<file path="config.mk">
export PLATFORM = sky130hd
export DESIGN_NAME = keypad_scanner_flat
export DESIGN_NICKNAME = d
export VERILOG_FILES = /design/src/rtl/keypad_pkg.sv /design/src/rtl/keypad_scanner_if.sv /design/src/rtl/keypad_tick.sv /design/src/rtl/keypad_scanner.sv /design/src/flat_wrapper.sv
export SDC_FILE = /design/constraint.sdc
export NUM_CORES = 1
export LEC_CHECK = 0
export ABC_AREA = 1
export BUFFER_PORTS_ARGS = -buffer_cell sky130_fd_sc_hd__buf_4
export CORE_ASPECT_RATIO = 0.9
export CORE_MARGIN = 2
export CORE_UTILIZATION = 39
export CTS_CLUSTER_SIZE = 28
export DETAILED_ROUTE_END_ITERATION = 16
export PLACE_DENSITY = 0.57
export SYNTH_ARGS = -nofsm -noshare
export SYNTH_HDL_FRONTEND = slang
export SYNTH_SLANG_ARGS = --single-unit
</file>
<file path="constraint.sdc">
create_clock -name clk -period 1.85 [get_ports clk]
set_input_delay 0.185 -clock clk [delete_from_list [all_inputs] [get_ports clk]]
set_output_delay 0.185 -clock clk [all_outputs]
set_load 0.05 [all_outputs]
</file>
<file path="src/rtl/keypad_pkg.sv">
// rtl/keypad_pkg.sv - shared types and helpers for the keypad scanner
// Contents:
//   NUM_ROWS, NUM_COLS, KEY_W : matrix geometry and key code width
//   kp_state_e                : scanner FSM states
//   prio_row()                : lowest-index low row of an active-low row vector
package keypad_pkg;

  localparam int NUM_ROWS = 4;
  localparam int NUM_COLS = 4;
  localparam int KEY_W    = 4;

  typedef enum logic [1:0] {
    ST_SCAN     = 2'd0,
    ST_DEBOUNCE = 2'd1,
    ST_REPORT   = 2'd2,
    ST_RELEASE  = 2'd3
  } kp_state_e;

  // Row 0 has the highest priority. All-high input returns 0, so callers
  // must qualify the result with "some row is low".
  function automatic logic [1:0] prio_row(input logic [3:0] rows_n);
    prio_row = 2'd0;
    for (int i = NUM_ROWS - 1; i >= 0; i--) begin
      if (!rows_n[i]) prio_row = i[1:0];
    end
  endfunction

endpackage

</file>
<file path="src/rtl/keypad_scanner_if.sv">
// rtl/keypad_scanner_if.sv - key handshake bus between scanner and CPU register
// Signals:
//   key_code  : encoded key, row*4 + col
//   key_valid : key_code holds an unconsumed key
//   key_ready : consumer accepts key_code when key_valid is high
//   key_held  : debounced key currently down
//   overflow  : sticky, a key was dropped because the previous one was pending
//   ovf_clr   : synchronous clear of overflow
// Modports: master = scanner side, slave = consumer side.
interface keypad_scanner_if;
  import keypad_pkg::*;

  logic [KEY_W-1:0] key_code;
  logic             key_valid;
  logic             key_ready;
  logic             key_held;
  logic             overflow;
  logic             ovf_clr;

  modport master (
    output key_code, key_valid, key_held, overflow,
    input  key_ready, ovf_clr
  );

  modport slave (
    input  key_code, key_valid, key_held, overflow,
    output key_ready, ovf_clr
  );
endinterface

</file>
<file path="src/rtl/keypad_tick.sv">
// rtl/keypad_tick.sv - free-running single-cycle scan tick enable
// Ports:
//   clk   : system clock
//   reset : asynchronous, active-high
//   tick  : high for one clk every SCAN_DIV clks (when count == SCAN_DIV-1)
module keypad_tick #(
  parameter int SCAN_DIV = 50000,
  parameter int CNT_W    = 16
) (
  input  logic clk,
  input  logic reset,
  output logic tick
);

  localparam logic [CNT_W-1:0] LAST = CNT_W'(SCAN_DIV - 1);

  logic [CNT_W-1:0] count_q;

  always_ff @(posedge clk or posedge reset) begin
    if (reset)     count_q <= '0;
    else if (tick) count_q <= '0;
    else           count_q <= count_q + 1'b1;
  end

  assign tick = (count_q == LAST);

endmodule

</file>
<file path="src/rtl/keypad_scanner.sv">
// rtl/keypad_scanner.sv - 4x4 keypad scan, debounce, encode and handshake
// Ports:
//   clk    : system clock
//   reset  : asynchronous, active-high
//   rows_n : matrix rows, active-low, asynchronous to clk
//   cols_n : column drive, active-low one-hot
//   kbus   : key handshake bus (master side), see keypad_scanner_if
module keypad_scanner
  import keypad_pkg::*;
#(
  parameter int SCAN_DIV = 50000,
  parameter int DEBOUNCE = 4,
  parameter int CNT_W    = 16
) (
  input  logic                clk,
  input  logic                reset,
  input  logic [3:0]          rows_n,
  output logic [3:0]          cols_n,
  keypad_scanner_if.master    kbus
);

  localparam int DB_W = $clog2(DEBOUNCE + 1);
  localparam logic [DB_W-1:0] DB_MAX = DB_W'(DEBOUNCE);

  logic             tick;
  logic [3:0]       rs_meta, rs;
  kp_state_e        state_q, state_d;
  logic [1:0]       col_q, col_d;
  logic [1:0]       prow_q, prow_d;
  logic [DB_W-1:0]  cnt_q, cnt_d, cnt_inc;
  logic [KEY_W-1:0] code_q, code_d;
  logic             valid_q, valid_d;
  logic             ovf_q, ovf_d;
  logic             any_low;

  keypad_tick #(.SCAN_DIV(SCAN_DIV), .CNT_W(CNT_W)) u_tick (
    .clk   (clk),
    .reset (reset),
    .tick  (tick)
  );

  always_ff @(posedge clk or posedge reset) begin
    if (reset) begin
      rs_meta <= 4'hF;
      rs      <= 4'hF;
    end else begin
      rs_meta <= rows_n;
      rs      <= rs_meta;
    end
  end

  assign any_low = ~&rs;
  assign cnt_inc = cnt_q + 1'b1;

  always_ff @(posedge clk or posedge reset) begin
    if (reset) begin
      state_q <= ST_SCAN;
      col_q   <= 2'd0;
      prow_q  <= 2'd0;
      cnt_q   <= '0;
      code_q  <= '0;
      valid_q <= 1'b0;
      ovf_q   <= 1'b0;
    end else begin
      state_q <= state_d;
      col_q   <= col_d;
      prow_q  <= prow_d;
      cnt_q   <= cnt_d;
      code_q  <= code_d;
      valid_q <= valid_d;
      ovf_q   <= ovf_d;
    end
  end

  always_comb begin
    state_d = state_q;
    col_d   = col_q;
    prow_d  = prow_q;
    cnt_d   = cnt_q;
    code_d  = code_q;
    valid_d = valid_q;
    ovf_d   = ovf_q;

    // Transfer and clear first; a REPORT load or overflow set below wins.
    if (valid_q && kbus.key_ready) valid_d = 1'b0;
    if (kbus.ovf_clr)              ovf_d   = 1'b0;

    unique case (state_q)
      ST_SCAN: begin
        if (tick) begin
          if (any_low) begin
            prow_d  = prio_row(rs);
            cnt_d   = DB_W'(1);
            state_d = (DEBOUNCE == 1) ? ST_REPORT : ST_DEBOUNCE;
          end else begin
            col_d = col_q + 2'd1;
          end
        end
      end
      ST_DEBOUNCE: begin
        if (tick) begin
          if (any_low && (prio_row(rs) == prow_q)) begin
            cnt_d = cnt_inc;
            if (cnt_inc == DB_MAX) state_d = ST_REPORT;
          end else begin
            col_d   = col_q + 2'd1;
            state_d = ST_SCAN;
          end
        end
      end
      ST_REPORT: begin
        if (!valid_q || kbus.key_ready) begin
          code_d  = {prow_q, col_q};
          valid_d = 1'b1;
        end else begin
          ovf_d = 1'b1;
        end
        cnt_d   = '0;
        state_d = ST_RELEASE;
      end
      ST_RELEASE: begin
        if (tick) begin
          if (rs == 4'hF) begin
            cnt_d = cnt_inc;
            if (cnt_inc == DB_MAX) begin
              col_d   = col_q + 2'd1;
              state_d = ST_SCAN;
            end
          end else begin
            cnt_d = '0;
          end
        end
      end
      default: state_d = ST_SCAN;
    endcase
  end

  assign cols_n         = ~(4'b0001 << col_q);
  assign kbus.key_code  = code_q;
  assign kbus.key_valid = valid_q;
  assign kbus.key_held  = (state_q == ST_RELEASE);
  assign kbus.overflow  = ovf_q;

endmodule

</file>
<file path="src/flat_wrapper.sv">
// flat-port wrapper written by rule: the top's interface ports become plain ports
module keypad_scanner_flat import keypad_pkg::*;
#(
  parameter int SCAN_DIV = 50000,
  parameter int DEBOUNCE = 4,
  parameter int CNT_W    = 16
)
  (clk, reset, rows_n, cols_n, kbus_key_code, kbus_key_valid, kbus_key_held, kbus_overflow, kbus_key_ready, kbus_ovf_clr);
  keypad_scanner_if kbus_i ();
  input  logic clk;
  input  logic reset;
  input  logic [3:0] rows_n;
  output logic [3:0] cols_n;
  output wire logic [$bits(kbus_i.key_code)-1:0] kbus_key_code;
  output wire logic [$bits(kbus_i.key_valid)-1:0] kbus_key_valid;
  output wire logic [$bits(kbus_i.key_held)-1:0] kbus_key_held;
  output wire logic [$bits(kbus_i.overflow)-1:0] kbus_overflow;
  input wire logic [$bits(kbus_i.key_ready)-1:0] kbus_key_ready;
  input wire logic [$bits(kbus_i.ovf_clr)-1:0] kbus_ovf_clr;
  assign kbus_key_code = kbus_i.key_code;
  assign kbus_key_valid = kbus_i.key_valid;
  assign kbus_key_held = kbus_i.key_held;
  assign kbus_overflow = kbus_i.overflow;
  assign kbus_i.key_ready = kbus_key_ready;
  assign kbus_i.ovf_clr = kbus_ovf_clr;
  keypad_scanner #(.SCAN_DIV(SCAN_DIV), .DEBOUNCE(DEBOUNCE), .CNT_W(CNT_W)) u_core (.clk(clk), .reset(reset), .rows_n(rows_n), .cols_n(cols_n), .kbus(kbus_i));
endmodule
</file>
# [Word-level counts from Yosys, hierarchy flattened]
# Index checks and enable logic that the tools add are counted.
[word_totals] regBits=39 latchBits=0 ramBits=0 rom_bits=0 inputBits=8 out_inout_bits=11 wordCells=83 n_memories=0
[classes] n_addsub=3 multipliers=0 div_mod_pow=0 order_cmp=0 eq_ne=17 shifts=1 muxes=37 n_bitwise=2 reduce_logical=13
[ops] operator="two-way mux 2 bit" count=21
[ops] operator="two-way mux 3 bit" count=6
[ops] operator="adder 16 x 1 -> 16 bit, second input constant" count=1
[ops] operator="== test 16 bit, second input constant" count=1
[ops] operator="two-way mux 16 bit" count=1
[ops] operator="inequality test 2 x 1 -> 1 bit, second input constant" count=7
[ops] operator="case mux 3 bit (4 select lines)" count=1
[ops] operator="case mux 2 bit (4 select lines)" count=1
[ops] operator="AND reduction 8 bit" count=1
[ops] operator="AND reduction 7 bit" count=1
[ops] operator="two-way mux 1 bit" count=6
[ops] operator="case mux 2 bit (3 select lines)" count=1
[ops] operator="AND reduction 5 bit" count=1
[ops] operator="== test 2 bit, second input constant" count=2
[ops] operator="== test 4 bit, second input constant" count=1
[ops] operator="inequality test 2 bit, second input constant" count=2
[ops] operator="inverter 4 bit" count=1
[ops] operator="AND reduction 4 bit" count=1
[ops] operator="left shift 1 x 2 -> 4 bit, first input constant" count=1
[ops] operator="adder 3 x 1 -> 3 bit, second input constant" count=1
[ops] operator="== test 3 bit, second input constant" count=1
[ops] operator="inequality test 3 bit, second input constant" count=1
[ops] operator="AND reduction 3 bit" count=1
[ops] operator="nonzero test 3 bit" count=1
[ops] operator="other kinds (9)" count=11

# [Longest topological paths before layout]
# Gate-level depths: netlist of the first run.
[depth] depth_word=11 ltp_mapped=11 depth_no_buf=11

# [Cells and area by module]
# From an unflattened synthesis of the first run, not the netlist that was laid out.
[hier_totals] hier_cells=251 area_unflattened_um2=2035.7
[modules_own_cells] mod="keypad_scanner" n_inst=1 cells_each=129 area_each_um2=1143.6
[modules_own_cells] mod="keypad_tick" n_inst=1 cells_each=122 area_each_um2=892.1

# [Worst setup path before layout of the first run]
# No wires, ideal clock.
[synth_timing] kind="register to register" from="reg u_core.u_tick.count_q[0]" to="reg u_core.state_q[0]" setup_ns=0.126 arrival_time_ns=1.280 path_slack_ns=0.444 path_stages_with_launch=8 n_path_buf=0 path_cell_list="dfrtp_1 ha_1 nand3_2 nor2_2 nand3_1 nand2_2 nand3_1 xor2_1"
[synth_between] elab_chain_len=3 elab_cells_between_ends=5 classes_between="eq/ne (4); reduce/logical (1)"
[synth_rtl] item="start, declared" line="keypad_tick.sv:17" rtl="logic [CNT_W-1:0] count_q;"
[synth_rtl] item="start signal, assigned" line="keypad_tick.sv:22" rtl="else count_q <= count_q + 1'b1;"
[synth_rtl] item="== test 16 bit *" line="keypad_tick.sv:25" rtl="assign tick = (count_q == LAST);"
[synth_rtl] item="inequality test 2 x 1 -> 1 bit (no line)"
[synth_rtl] item="AND reduction 7 bit (no line) *"
[synth_rtl] item="end signal, assigned" line="keypad_scanner.sv:65" rtl="state_q <= state_d;"
[synth_rtl] item="end, declared" line="keypad_scanner.sv:27" rtl="kp_state_e state_q, state_d;"
# Every way passes the cells marked *; elsewhere a longest branch is shown, timed or not.
# A chain may end at the register's enable or synchronous reset.

# [Worst setup path in the final report of the first run]
[layout_timing] from="reg u_core.u_tick.count_q[0]" to="reg u_core.prow_q[1]"
[layout_between] elab_chain_len=2
[layout_rtl] item="== test 16 bit" line="keypad_tick.sv:25"
[layout_rtl] item="AND reduction 3 bit (no line)"
[layout_rtl] item="end signal, assigned" line="keypad_scanner.sv:67" rtl="prow_q <= prow_d;"
[layout_rtl] item="end, declared" line="keypad_scanner.sv:29" rtl="logic [1:0] prow_q, prow_d;"
# Every way passes these cells.

==> Flow_metrics.wiki, run 1 <==
{| class="wikitable"
! Metric !! Value
|-
| Outcome || finished clean
|-
| Global route hottest layer || met2
|-
| Peak VDD IR || 0.441 mV
|-
| Number of cell rows || 24
|-
| Number of different library cells in the post-synthesis netlist || 29
|-
| Post-synthesis instance total || 233
|-
| Die H || 71.9 microns
|-
| Maxcap violations || 0
|-
| Share of synthesized flip-flops with an asynchronous set or reset || 1.00
|-
| Maximum number of pins on one net before global-route repair || 40
|-
| Largest fanout of any net on the critical path || 6
|-
| First element of the critical path || u_core.u_tick.count_q[0]
|-
| Aggregate routed wire length || 3600 microns
|-
| Buffer type at the clock tree root || sky130_fd_sc_hd__clkbuf_8
|-
| Tightest slew margin relative to the limit || 0.678
|-
| Number of synthesis warnings || 0
|-
| Number of antenna violations at the first check in global routing || 0
|-
| Slew @ Worst Pin || 0.483 ns
|-
| Final TNS setup || 0 ns
|-
| Cell leakage power || 1.19 nW
|-
| Maximum operating frequency || 623 MHz
|-
| DP Wirelength || 2760 microns
|-
| Setup-failing EPs final || 0
|-
| Count of input and output buffers || 18
|-
| Overall via count from detail_route || 1506
|-
| Worst flop-to-flop path startpoint || u_core.u_tick.count_q[0]
|-
| Share of cells above drive strength 1 || 0.212
|-
| Longest Clk Path Bufs || 2
|-
| Number of storage elements in the synthesis netlist || 39
|-
| Final GP Congestion || 0.886
|-
| Crit path largest cell delay || 0.38 ns
|-
| Number of global-route vias before repair || 1425
|-
| Primary flip-flop cell chosen by synthesis mapping || sky130_fd_sc_hd__dfrtp_1
|-
| Post-Route Skew || 0.00248 ns
|-
| Clock insertion delay at the later pin of the skew report || 0.28 ns
|-
| FILL cells || 489
|-
| Average size of a mapped cell || 8.58 sq um
|-
| Vias per Instance || 4.58
|-
| Met1 usage || 0.212
|-
| Relative area change from synthesis to final layout || 17.3%
|-
| Critical path data arrival time || 1.78 ns
|-
| Total congestion overflow || 0
|-
| Initial Util || 0.408
|-
| Library cell contributing the largest single delay on the critical path || sky130_fd_sc_hd__dfrtp_1
|-
| All-layer global routing usage || 0.147
|-
| Synthesized Nets || 248
|-
| Post-synthesis instance area || 0.00200 sq mm
|-
| Cell total after placement || 317
|-
| Global-route wire length before repair || 6490 microns
|-
| Count of routing violations after the opening detailed-route iteration || 150
|-
| DR pass1 iterations || 4
|-
| Clock transition time at the flip-flop clock pins of the worst setup and hold paths || 0.07 ns
|-
| Number of enable-type register cells in the synthesized netlist || 0
|-
| Worst min-delay path class || input port to asynchronous set/reset pin
|-
| Core region area || 0.00489 sq mm
|-
| DRC violation count after routing || 0
|-
| Endpoint kind of the worst setup timing path || register
|-
| Number of buffers inserted during clock tree synthesis || 5
|-
| Inserted Diodes || 0
|-
| Global-route met3 utilization || 0.0448
|-
| RSZ-0062 raised after global routing || no
|-
| Startpoint type of the worst setup path || register
|-
| Final Max Tran Viols || 0
|-
| Fin crit share || 0.868
|-
| Data required time of the critical path || 2.02 ns
|-
| Number of sinks on the clock net || 39
|-
| CTS H-tree depth || 2
|-
| Area taken by multi-input logic gates || 858 sq um
|-
| Startpoint-to-endpoint class of the critical path || register to register
|-
| Critical path, cell by cell || ha_1 > nand3_2 > nor2_2 > nand2_2 > inv_2 > nand4_2 > nand2_1 > o21ai_1
|-
| WL/cell || 10.9 microns
|-
| Setup slack after layout || 0.244 ns
|-
| TritonCTS clock tree || yes
|-
| Die area || 0.00571 sq mm
|-
| Total power density per cell area || 624 mW/mm^2
|-
| Net count reported at finish || 278
|-
| Post-layout minimum cycle time || 1.61 ns
|-
| Post-place setup slack || 0.254 ns
|-
| Top-level I/O count || 19
|-
| Met2 Resource Use GR || 0.217
|-
| Die width || 79.5 microns
|-
| Fraction of the yosys area taken by sequential cells || 0.493
|-
| Final Hold Fails || 0
|-
| Post-route ant nets || 0
|-
| Storage element area || 986 sq um
|-
| Final cell count without fillers || 329
|}
worst max-delay path, delay by kind of cell (launching register included):
kind / cells / cell delay [ns]
compound gates: 1 / 0.06
fa+ha+maj: 1 / 0.23
buf+inv: 1 / 0.13
flops: 1 / 0.38
simple gates: 5 / 0.67
cell type report:
type | instances | share of cell area
clock buffers | 7 | 0.0326
clock inverters | 1 | 0.00214
inverters | 41 | 0.0657
multi-input cells | 153 | 0.366
flip-flops and latches | 39 | 0.421
well taps | 65 | 0.0347
repair buffers | 23 | 0.0779
per-stage QoR:
step	util	hold slack [ns]	instance area (sq um)	power, mW
final	0.479	0.00914	2340	1.46
after global placement	0.454	0.294	2220	0.931
after global routing	0.479	0.0397	2340	1.55
after detailed placement	0.454	0.295	2220	0.931
after CTS	0.479	0.0302	2340	1.49
after floorplan	-	0.189	2000	0.910
Yosys cell counts (2+ instances only):
| cell type | number | area, sq um |
|---|---|---|
| sky130_fd_sc_hd__nand2_1 | 53 | 199 |
| sky130_fd_sc_hd__inv_1 | 38 | 143 |
| sky130_fd_sc_hd__dfrtp_1 | 31 | 776 |
| sky130_fd_sc_hd__nor2_1 | 22 | 82.6 |
| sky130_fd_sc_hd__nand3_1 | 11 | 55.1 |
| sky130_fd_sc_hd__dfstp_2 | 8 | 210 |
| sky130_fd_sc_hd__ha_1 | 7 | 87.6 |
| sky130_fd_sc_hd__xor2_1 | 7 | 61.3 |
| sky130_fd_sc_hd__nand2_2 | 6 | 37.5 |
| sky130_fd_sc_hd__nand4_1 | 6 | 37.5 |
| sky130_fd_sc_hd__o21ai_1 | 6 | 30.0 |
| sky130_fd_sc_hd__a21oi_1 | 5 | 25.0 |
| sky130_fd_sc_hd__o21ai_0 | 5 | 25.0 |
| sky130_fd_sc_hd__nor3_1 | 4 | 20.0 |
| sky130_fd_sc_hd__inv_2 | 3 | 11.3 |
| sky130_fd_sc_hd__nand3_2 | 3 | 30.0 |
| sky130_fd_sc_hd__nor2_2 | 3 | 18.8 |
| sky130_fd_sc_hd__nor2_4 | 2 | 22.5 |
| sky130_fd_sc_hd__nor3_4 | 2 | 32.5 |
| sky130_fd_sc_hd__nor4_1 | 2 | 12.5 |
kinds of logic (layout without fill, tap and decap cells):
logic type | Yosys count | after routing | share of synthesized area
flops | 39 | 39 | 0.493
fa+ha+maj | 7 | 7 | 0.0438
compound gates | 18 | 18 | 0.0476
buf+inv | 41 | 72 | 0.0770
xor+xnor | 8 | 8 | 0.0351
simple gates | 119 | 119 | 0.297
mux | 1 | 1 | 0.00564
power by group:
group / leakage, nW / internal (mW) / switching, mW
clock network: 0.0422 / 0.265 / 0.279
logic: 0.642 / 0.0202 / 0.0282
registers: 0.503 / 0.868 / 0.00345
total: 1.19 / 1.15 / 0.310
state kept, by name, summed over array words and instances, names as in the netlist, named ones only:
name                   flops
u_core.u_tick.count_q     16
u_core.kbus.key_code       4
u_core.rs                  4
u_core.rs_meta             4
u_core.cnt_q               3
u_core.col_q               2
u_core.prow_q              2
u_core.kbus.key_valid      1
u_core.kbus.overflow       1
u_core.state_q             1
cell usage in the layout (no fill, tap or decap), types with 6 or more instances in the layout:
| cell type | Yosys | routed |
|---|---|---|
| sky130_fd_sc_hd__o21ai_1 | 6 | 6 |
| sky130_fd_sc_hd__xor2_1 | 7 | 7 |
| sky130_fd_sc_hd__nor2_1 | 22 | 22 |
| sky130_fd_sc_hd__ha_1 | 7 | 7 |
| sky130_fd_sc_hd__nand2_2 | 6 | 6 |
| sky130_fd_sc_hd__nand3_1 | 11 | 11 |
| sky130_fd_sc_hd__nand4_1 | 6 | 6 |
| sky130_fd_sc_hd__dfrtp_1 | 31 | 31 |
| sky130_fd_sc_hd__dfstp_2 | 8 | 8 |
| sky130_fd_sc_hd__nand2_1 | 53 | 53 |
| sky130_fd_sc_hd__inv_1 | 38 | 38 |
| sky130_fd_sc_hd__buf_4 | 0 | 19 |
timing repair:
| item | in CTS | in global routing |
|---|---|---|
| hold endpoints to repair | 4 | 0 |
| resized for setup | 0 | 0 |
| hold buffers | 4 | 0 |
| buffers inserted | 0 | 0 |
worst paths after layout:
kind	endpoint	slack [ns]	cells after the start
min in group clk	u_core.kbus.overflow	0.08	2
setup reg to reg	u_core.prow_q[1]	0.24	8
setup / recovery	u_core.prow_q[1]	0.24	8
hold / removal	u_core.u_tick.count_q[3]	0.009	3
max in group asynchronous	u_core.rs[0]	1.48	3
hold reg to reg	u_core.rs[1]	0.36	0
per-layer routing:
metal / part of all wire / vias to the layer above
met4: 0.011 / 0
met2: 0.42 / 33
met3: 0.050 / 4
met5: 0 / -
li1: - / 795
met1: 0.52 / 674
Power figures use the tool's default switching activity.
==> inputs of run 2 (changes only) <==
--- a/config.mk
+++ b/config.mk
@@ -8,8 +8,8 @@
 export ABC_AREA = 1
 export BUFFER_PORTS_ARGS = -buffer_cell sky130_fd_sc_hd__buf_4
 export CORE_ASPECT_RATIO = 0.9
-export CORE_MARGIN = 2
 export CORE_UTILIZATION = 39
+export CTS_BUF_LIST = sky130_fd_sc_hd__clkbuf_8 sky130_fd_sc_hd__clkbuf_16
 export CTS_CLUSTER_SIZE = 28
 export DETAILED_ROUTE_END_ITERATION = 16
 export PLACE_DENSITY = 0.57
==> Flow_metrics.wiki, run 2 (same netlist as run 1, synthesis figures left out) <==
{| class="wikitable"
! Metric !! Value
|-
| Outcome || finished clean
|-
| Maximum number of pins on one net before global-route repair || 40
|-
| RSZ-0062 raised after global routing || no
|-
| Fin crit share || 0.864
|-
| Slew @ Worst Pin || 0.492 ns
|-
| Relative area change from synthesis to final layout || 19.1%
|-
| Worst R2R Path Depth || 8
|-
| Cts-stage hold buffer count || 4
|-
| Total congestion overflow || 0
|-
| Total power density per cell area || 697 mW/mm^2
|-
| Top-level I/O count || 19
|-
| Initial Util || 0.408
|-
| Overall via count from detail_route || 1499
|-
| Critical path data arrival time || 1.78 ns
|-
| Number of global-route vias before repair || 1433
|-
| Core region area || 0.00489 sq mm
|-
| Setup-failing EPs final || 0
|-
| Worst min-delay path class || input port to asynchronous set/reset pin
|-
| Tightest slew margin relative to the limit || 0.672
|-
| Count of input and output buffers || 18
|-
| Fraction of the core area covered by cells at the end of the flow || 0.486
|-
| Top reg by flops || u_core.u_tick.count_q
|-
| DR pass1 iterations || 4
|-
| All-layer global routing usage || 0.154
|-
| Inserted Diodes || 0
|-
| Clock insertion delay at the later pin of the skew report || 0.29 ns
|-
| FILL cells || 490
|-
| Die width || 77.5 microns
|-
| WL/cell || 11.0 microns
|-
| Die area || 0.00541 sq mm
|-
| Vias per Instance || 4.56
|-
| Net count reported at finish || 278
|-
| DP Wirelength || 2680 microns
|-
| Number of instances resized during post-cts repair || 0
|-
| CTS H-tree depth || 2
|-
| Setup slack after layout || 0.252 ns
|-
| Number of antenna violations at the first check in global routing || 0
|-
| Final Hold Fails || 0
|-
| Maximum operating frequency || 626 MHz
|-
| Most common library cell in the layout ignoring fill and taps || sky130_fd_sc_hd__nand2_1
|-
| Final GP Congestion || 0.861
|-
| Endpoint kind of the worst setup timing path || register
|-
| DRC violation count after routing || 0
|-
| Post-Route Skew || 0.00275 ns
|-
| Aggregate routed wire length || 3620 microns
|-
| Maxcap violations || 0
|-
| Global-route wire length before repair || 6510 microns
|-
| Cell total after placement || 317
|-
| Largest fanout of any net on the critical path || 6
|-
| Die H || 69.9 microns
|-
| Worst hold-check slack || 0.00915 ns
|-
| Share of cells above drive strength 1 || 0.220
|-
| TritonCTS clock tree || yes
|-
| Number of cell rows || 24
|-
| Flip-flop count of the largest register after layout || 16
|-
| Startpoint type of the worst setup path || register
|-
| Final Max Tran Viols || 0
|-
| Peak VDD IR || 0.437 mV
|-
| Post-layout minimum cycle time || 1.60 ns
|-
| Post-place setup slack || 0.255 ns
|-
| Clock transition time at the flip-flop clock pins of the worst setup and hold paths || 0.08 ns
|-
| Longest Clk Path Bufs || 2
|-
| Count of routing violations after the opening detailed-route iteration || 75
|-
| Startpoint-to-endpoint class of the critical path || register to register
|-
| Final TNS setup || 0 ns
|-
| Buffer type at the clock tree root || sky130_fd_sc_hd__clkbuf_8
|-
| Commonest cells after routing, fill and taps aside || 53 x sky130_fd_sc_hd__nand2_1, 38 x sky130_fd_sc_hd__inv_1, 31 x sky130_fd_sc_hd__dfrtp_1, 22 x sky130_fd_sc_hd__nor2_1, 19 x sky130_fd_sc_hd__buf_4
|-
| Number of setup buffers added after CTS || 0
|-
| Post-route ant nets || 0
|-
| Number of sinks on the clock net || 39
|-
| Cell leakage power || 1.21 nW
|-
| Final cell count without fillers || 329
|-
| Number of buffers inserted during clock tree synthesis || 5
|-
| Data required time of the critical path || 2.03 ns
|}
run 2: cell types whose count changed in the layout (fill, tap and decap cells not counted), sizes merged:
cell,before,now
clkbuf,7,6
bufinv,0,1
run 2: path summary, 6_finish.rpt:
kind,start,end,slack (ns)
max,u_core.u_tick.count_q[0],u_core.prow_q[0],0.25
min,reset,u_core.u_tick.count_q[3],0.009
max reg2reg,u_core.u_tick.count_q[0],u_core.prow_q[0],0.25
min reg2reg,u_core.rs_meta[0],u_core.rs[0],0.36
max in group asynchronous,reset,u_core.rs[3],1.48
min in group clk,kbus_ovf_clr,u_core.kbus.overflow,0.07
run 2: area by class of cell:
class | instances | area, sq um | share of cell area
repair buffers | 23 | 183 | 0.0768
multi-input cells | 153 | 858 | 0.361
clock buffers | 6 | 82.6 | 0.0347
flip-flops and latches | 39 | 986 | 0.414
inverters | 41 | 154 | 0.0647
well taps | 65 | 81.3 | 0.0342
clock inverters | 2 | 35.0 | 0.0147
run 2: layer usage:
metal  vias to the layer above  part of all wire  global-route usage
met2                        27              0.39               0.214
met3                         7             0.041              0.0392
met5                         -                 0                   0
li1                        789                 -                   -
met4                         0             0.016              0.0566
met1                       676              0.55               0.227
run 2: worst max-delay path, cell delays in order (launching register included):
cell	delay (ns)
sky130_fd_sc_hd__dfrtp_1	0.40
sky130_fd_sc_hd__ha_1	0.23
sky130_fd_sc_hd__nand3_2	0.13
sky130_fd_sc_hd__nor2_2	0.21
sky130_fd_sc_hd__nand2_2	0.12
sky130_fd_sc_hd__inv_2	0.13
sky130_fd_sc_hd__nand4_2	0.13
sky130_fd_sc_hd__nand2_1	0.08
sky130_fd_sc_hd__o21ai_1	0.06
run 2: through the flow:
step / power (mW) / area, sq um
2_1_floorplan: 0.910 / 2000
3_3_place_gp: 0.931 / 2220
3_5_place_dp: 0.931 / 2220
4_1_cts: 1.68 / 2380
5_1_grt: 1.72 / 2380
6_report: 1.66 / 2380
run 2: report_power, final:
part,total (mW),internal (mW),leakage [nW],switching (mW)
registers,0.871,0.868,0.503,0.00327
logic,0.0485,0.0202,0.642,0.0283
clock network,0.739,0.436,0.0612,0.302
total,1.66,1.32,1.21,0.334
==> inputs of run 3 (changes only) <==
--- a/config.mk
+++ b/config.mk
@@ -13,6 +13,7 @@
 export CTS_CLUSTER_SIZE = 28
 export DETAILED_ROUTE_END_ITERATION = 16
 export PLACE_DENSITY = 0.57
+export RECOVER_POWER = 100
 export SYNTH_ARGS = -nofsm -noshare
 export SYNTH_HDL_FRONTEND = slang
 export SYNTH_SLANG_ARGS = --single-unit
==> Flow_metrics.wiki, run 3 (same netlist as run 1, synthesis figures left out) <==
{| class="wikitable"
! Metric !! Value
|-
| Number of setup buffers added after CTS || 0
|-
| Library cell contributing the largest single delay on the critical path || sky130_fd_sc_hd__clkbuf_1
|-
| Crit Reg-Reg Endpoint || u_core.col_q[1]
|-
| Maximum operating frequency || 614 MHz
|-
| Flip-flop count of the largest register after layout || 16
|-
| Final design instance area without fill || 0.00230 sq mm
|-
| Number of antenna violations at the first check in global routing || 0
|-
| Global-route wire length before repair || 6510 microns
|-
| DP Wirelength || 2680 microns
|-
| Post-DP Area || 0.00222 sq mm
|-
| Number of cell rows || 24
|-
| Setup slack after layout || 0.222 ns
|-
| Count of input and output buffers || 18
|-
| Initial Util || 0.408
|-
| Final GP Congestion || 0.861
|-
| Post-place setup slack || 0.255 ns
|-
| Count of routing violations after the opening detailed-route iteration || 101
|-
| Total buffers and inverters traversed by the critical path || 3
|-
| Clock transition time at the flip-flop clock pins of the worst setup and hold paths || 0.08 ns
|-
| DRC violation count after routing || 0
|-
| Fraction of the core area covered by cells at the end of the flow || 0.470
|-
| Vias per Instance || 4.53
|-
| Die width || 77.5 microns
|-
| Fin crit share || 0.880
|-
| Longest Clk Path Bufs || 2
|-
| Worst-case hold path end point || u_core.kbus.overflow
|-
| Buffer type at the clock tree root || sky130_fd_sc_hd__clkbuf_8
|-
| Setup slack on the worst flop-to-flop path || 0.24 ns
|-
| Tightest slew margin relative to the limit || 0.356
|-
| Share of power burned in combinational logic || 0.028
|-
| Most common library cell in the layout ignoring fill and taps || sky130_fd_sc_hd__nand2_1
|-
| Critical path data arrival time || 1.44 ns
|-
| Critical path, cell by cell || inv_1 > ha_1 > inv_1 > clkbuf_1
|-
| Final Hold Fails || 0
|-
| Relative contribution of sequential cells to total power || 0.526
|-
| Number of instances resized during post-cts repair || 0
|-
| Commonest cells after routing, fill and taps aside || 56 x sky130_fd_sc_hd__nand2_1, 39 x sky130_fd_sc_hd__inv_1, 31 x sky130_fd_sc_hd__dfrtp_1, 23 x sky130_fd_sc_hd__nor2_1, 12 x sky130_fd_sc_hd__nand3_1
|-
| Reported net switching power || 0.332 mW
|-
| Post-Route Skew || 0.00237 ns
|-
| Worst Min Path Start || kbus_ovf_clr
|-
| Final Max Tran Viols || 0
|-
| All-layer global routing usage || 0.154
|-
| Share of cells above drive strength 1 || 0.152
|-
| Peak VDD IR || 0.435 mV
|-
| Total congestion overflow || 0
|-
| DR pass1 iterations || 4
|-
| Overall power of the completed layout || 1.66 mW
|-
| Startpoint type of the worst setup path || register
|-
| Worst flop-to-flop path startpoint || u_core.u_tick.count_q[0]
|-
| Largest fanout of any net on the critical path || 4
|-
| Cell leakage power || 1.15 nW
|-
| Startpoint-to-endpoint class of the critical path || register to output port
|-
| Slew @ Worst Pin || 0.966 ns
|-
| Clock share of power || 0.445
|-
| Top reg by flops || u_core.u_tick.count_q
|-
| Overall via count from detail_route || 1492
|-
| Category of cells accounting for the largest share of critical-path delay || buffers and inverters
|-
| Number of buffers inserted during clock tree synthesis || 5
|-
| Area taken by multi-input logic gates || 822 sq um
|-
| RSZ-0062 raised after global routing || no
|-
| Clock insertion delay at the later pin of the skew report || 0.29 ns
|-
| Post-route ant nets || 0
|-
| Die H || 69.9 microns
|-
| TritonCTS clock tree || yes
|-
| Routed met3 length || 164 microns
|-
| Core region area || 0.00489 sq mm
|-
| Crit path largest cell delay || 0.46 ns
|-
| Number of global-route vias before repair || 1433
|-
| CTS H-tree depth || 2
|-
| Hold path cells || 2
|-
| Maximum number of pins on one net before global-route repair || 40
|-
| Endpoint kind of the worst setup timing path || output port
|-
| Internal Power || 1.32 mW
|-
| Top layer in use || met4
|-
| WL met2 || 1420 microns
|-
| Maxcap violations || 0
|-
| WL/cell || 11.0 microns
|-
| Inserted Diodes || 0
|-
| Number of sinks on the clock net || 39
|-
| Data required time of the critical path || 1.66 ns
|-
| Met1 Routed Length || 1980 microns
|-
| Cts-stage hold buffer count || 4
|-
| Relative area change from synthesis to final layout || 15.2%
|-
| Outcome || finished clean
|-
| Final TNS setup || 0 ns
|-
| Top-level I/O count || 19
|-
| Die area || 0.00541 sq mm
|-
| Worst min-delay path class || input port to register
|-
| Total power density per cell area || 719 mW/mm^2
|-
| Worst R2R Path Depth || 8
|-
| Most common cell type on the critical path || sky130_fd_sc_hd__inv_1
|-
| Setup-failing EPs final || 0
|-
| Net count reported at finish || 278
|-
| Post-layout minimum cycle time || 1.63 ns
|-
| Net switching share of the total power || 0.201
|-
| FILL cells || 502
|-
| Storage element area || 986 sq um
|-
| Aggregate routed wire length || 3610 microns
|}
run 3: worst max path at each step:
stage                                    to  cells past startpoint                      from  slack, ns
final                             cols_n[1]                      4           u_core.col_q[1]       0.22
after global routing        u_core.col_q[0]                      8  u_core.u_tick.count_q[0]       0.04
after CTS                  u_core.prow_q[1]                      8  u_core.u_tick.count_q[0]       0.24
after detailed placement   u_core.prow_q[1]                      8  u_core.u_tick.count_q[0]       0.25
after global placement     u_core.prow_q[1]                      8  u_core.u_tick.count_q[0]       0.25
after floorplan           u_core.state_q[0]                      7  u_core.u_tick.count_q[0]       0.44
run 3: metrics by stage:
stage,cells,hold slack (ns)
floorplan,233,0.189
global placement,317,0.293
detailed placement,317,0.294
CTS,329,0.0242
global route,329,0.0784
finish,329,0.0719
run 3: power groups by stage:
| stage | clock (mW) | sequential, mW | combinational (mW) |
|---|---|---|---|
| after floorplan | 0 | 0.887 | 0.0236 |
| after global placement | 0 | 0.887 | 0.0436 |
| after detailed placement | 0 | 0.887 | 0.0437 |
| after CTS | 0.764 | 0.871 | 0.0503 |
| after global routing | 0.792 | 0.872 | 0.0547 |
| final | 0.737 | 0.871 | 0.0469 |
run 3: area by class of cell:
cell class	instances	area share
clock inverter	2	0.0152
sequential	39	0.428
tap	65	0.0353
inverter	41	0.0668
timing repair buffer	23	0.0614
clock buffer	6	0.0359
multi-input combinational	153	0.357
run 3: metal layers:
metal / vias up / track usage
li1: 788 / -
met1: 664 / 0.227
met4: 0 / 0.0566
met2: 33 / 0.214
met3: 7 / 0.0392
met5: - / 0
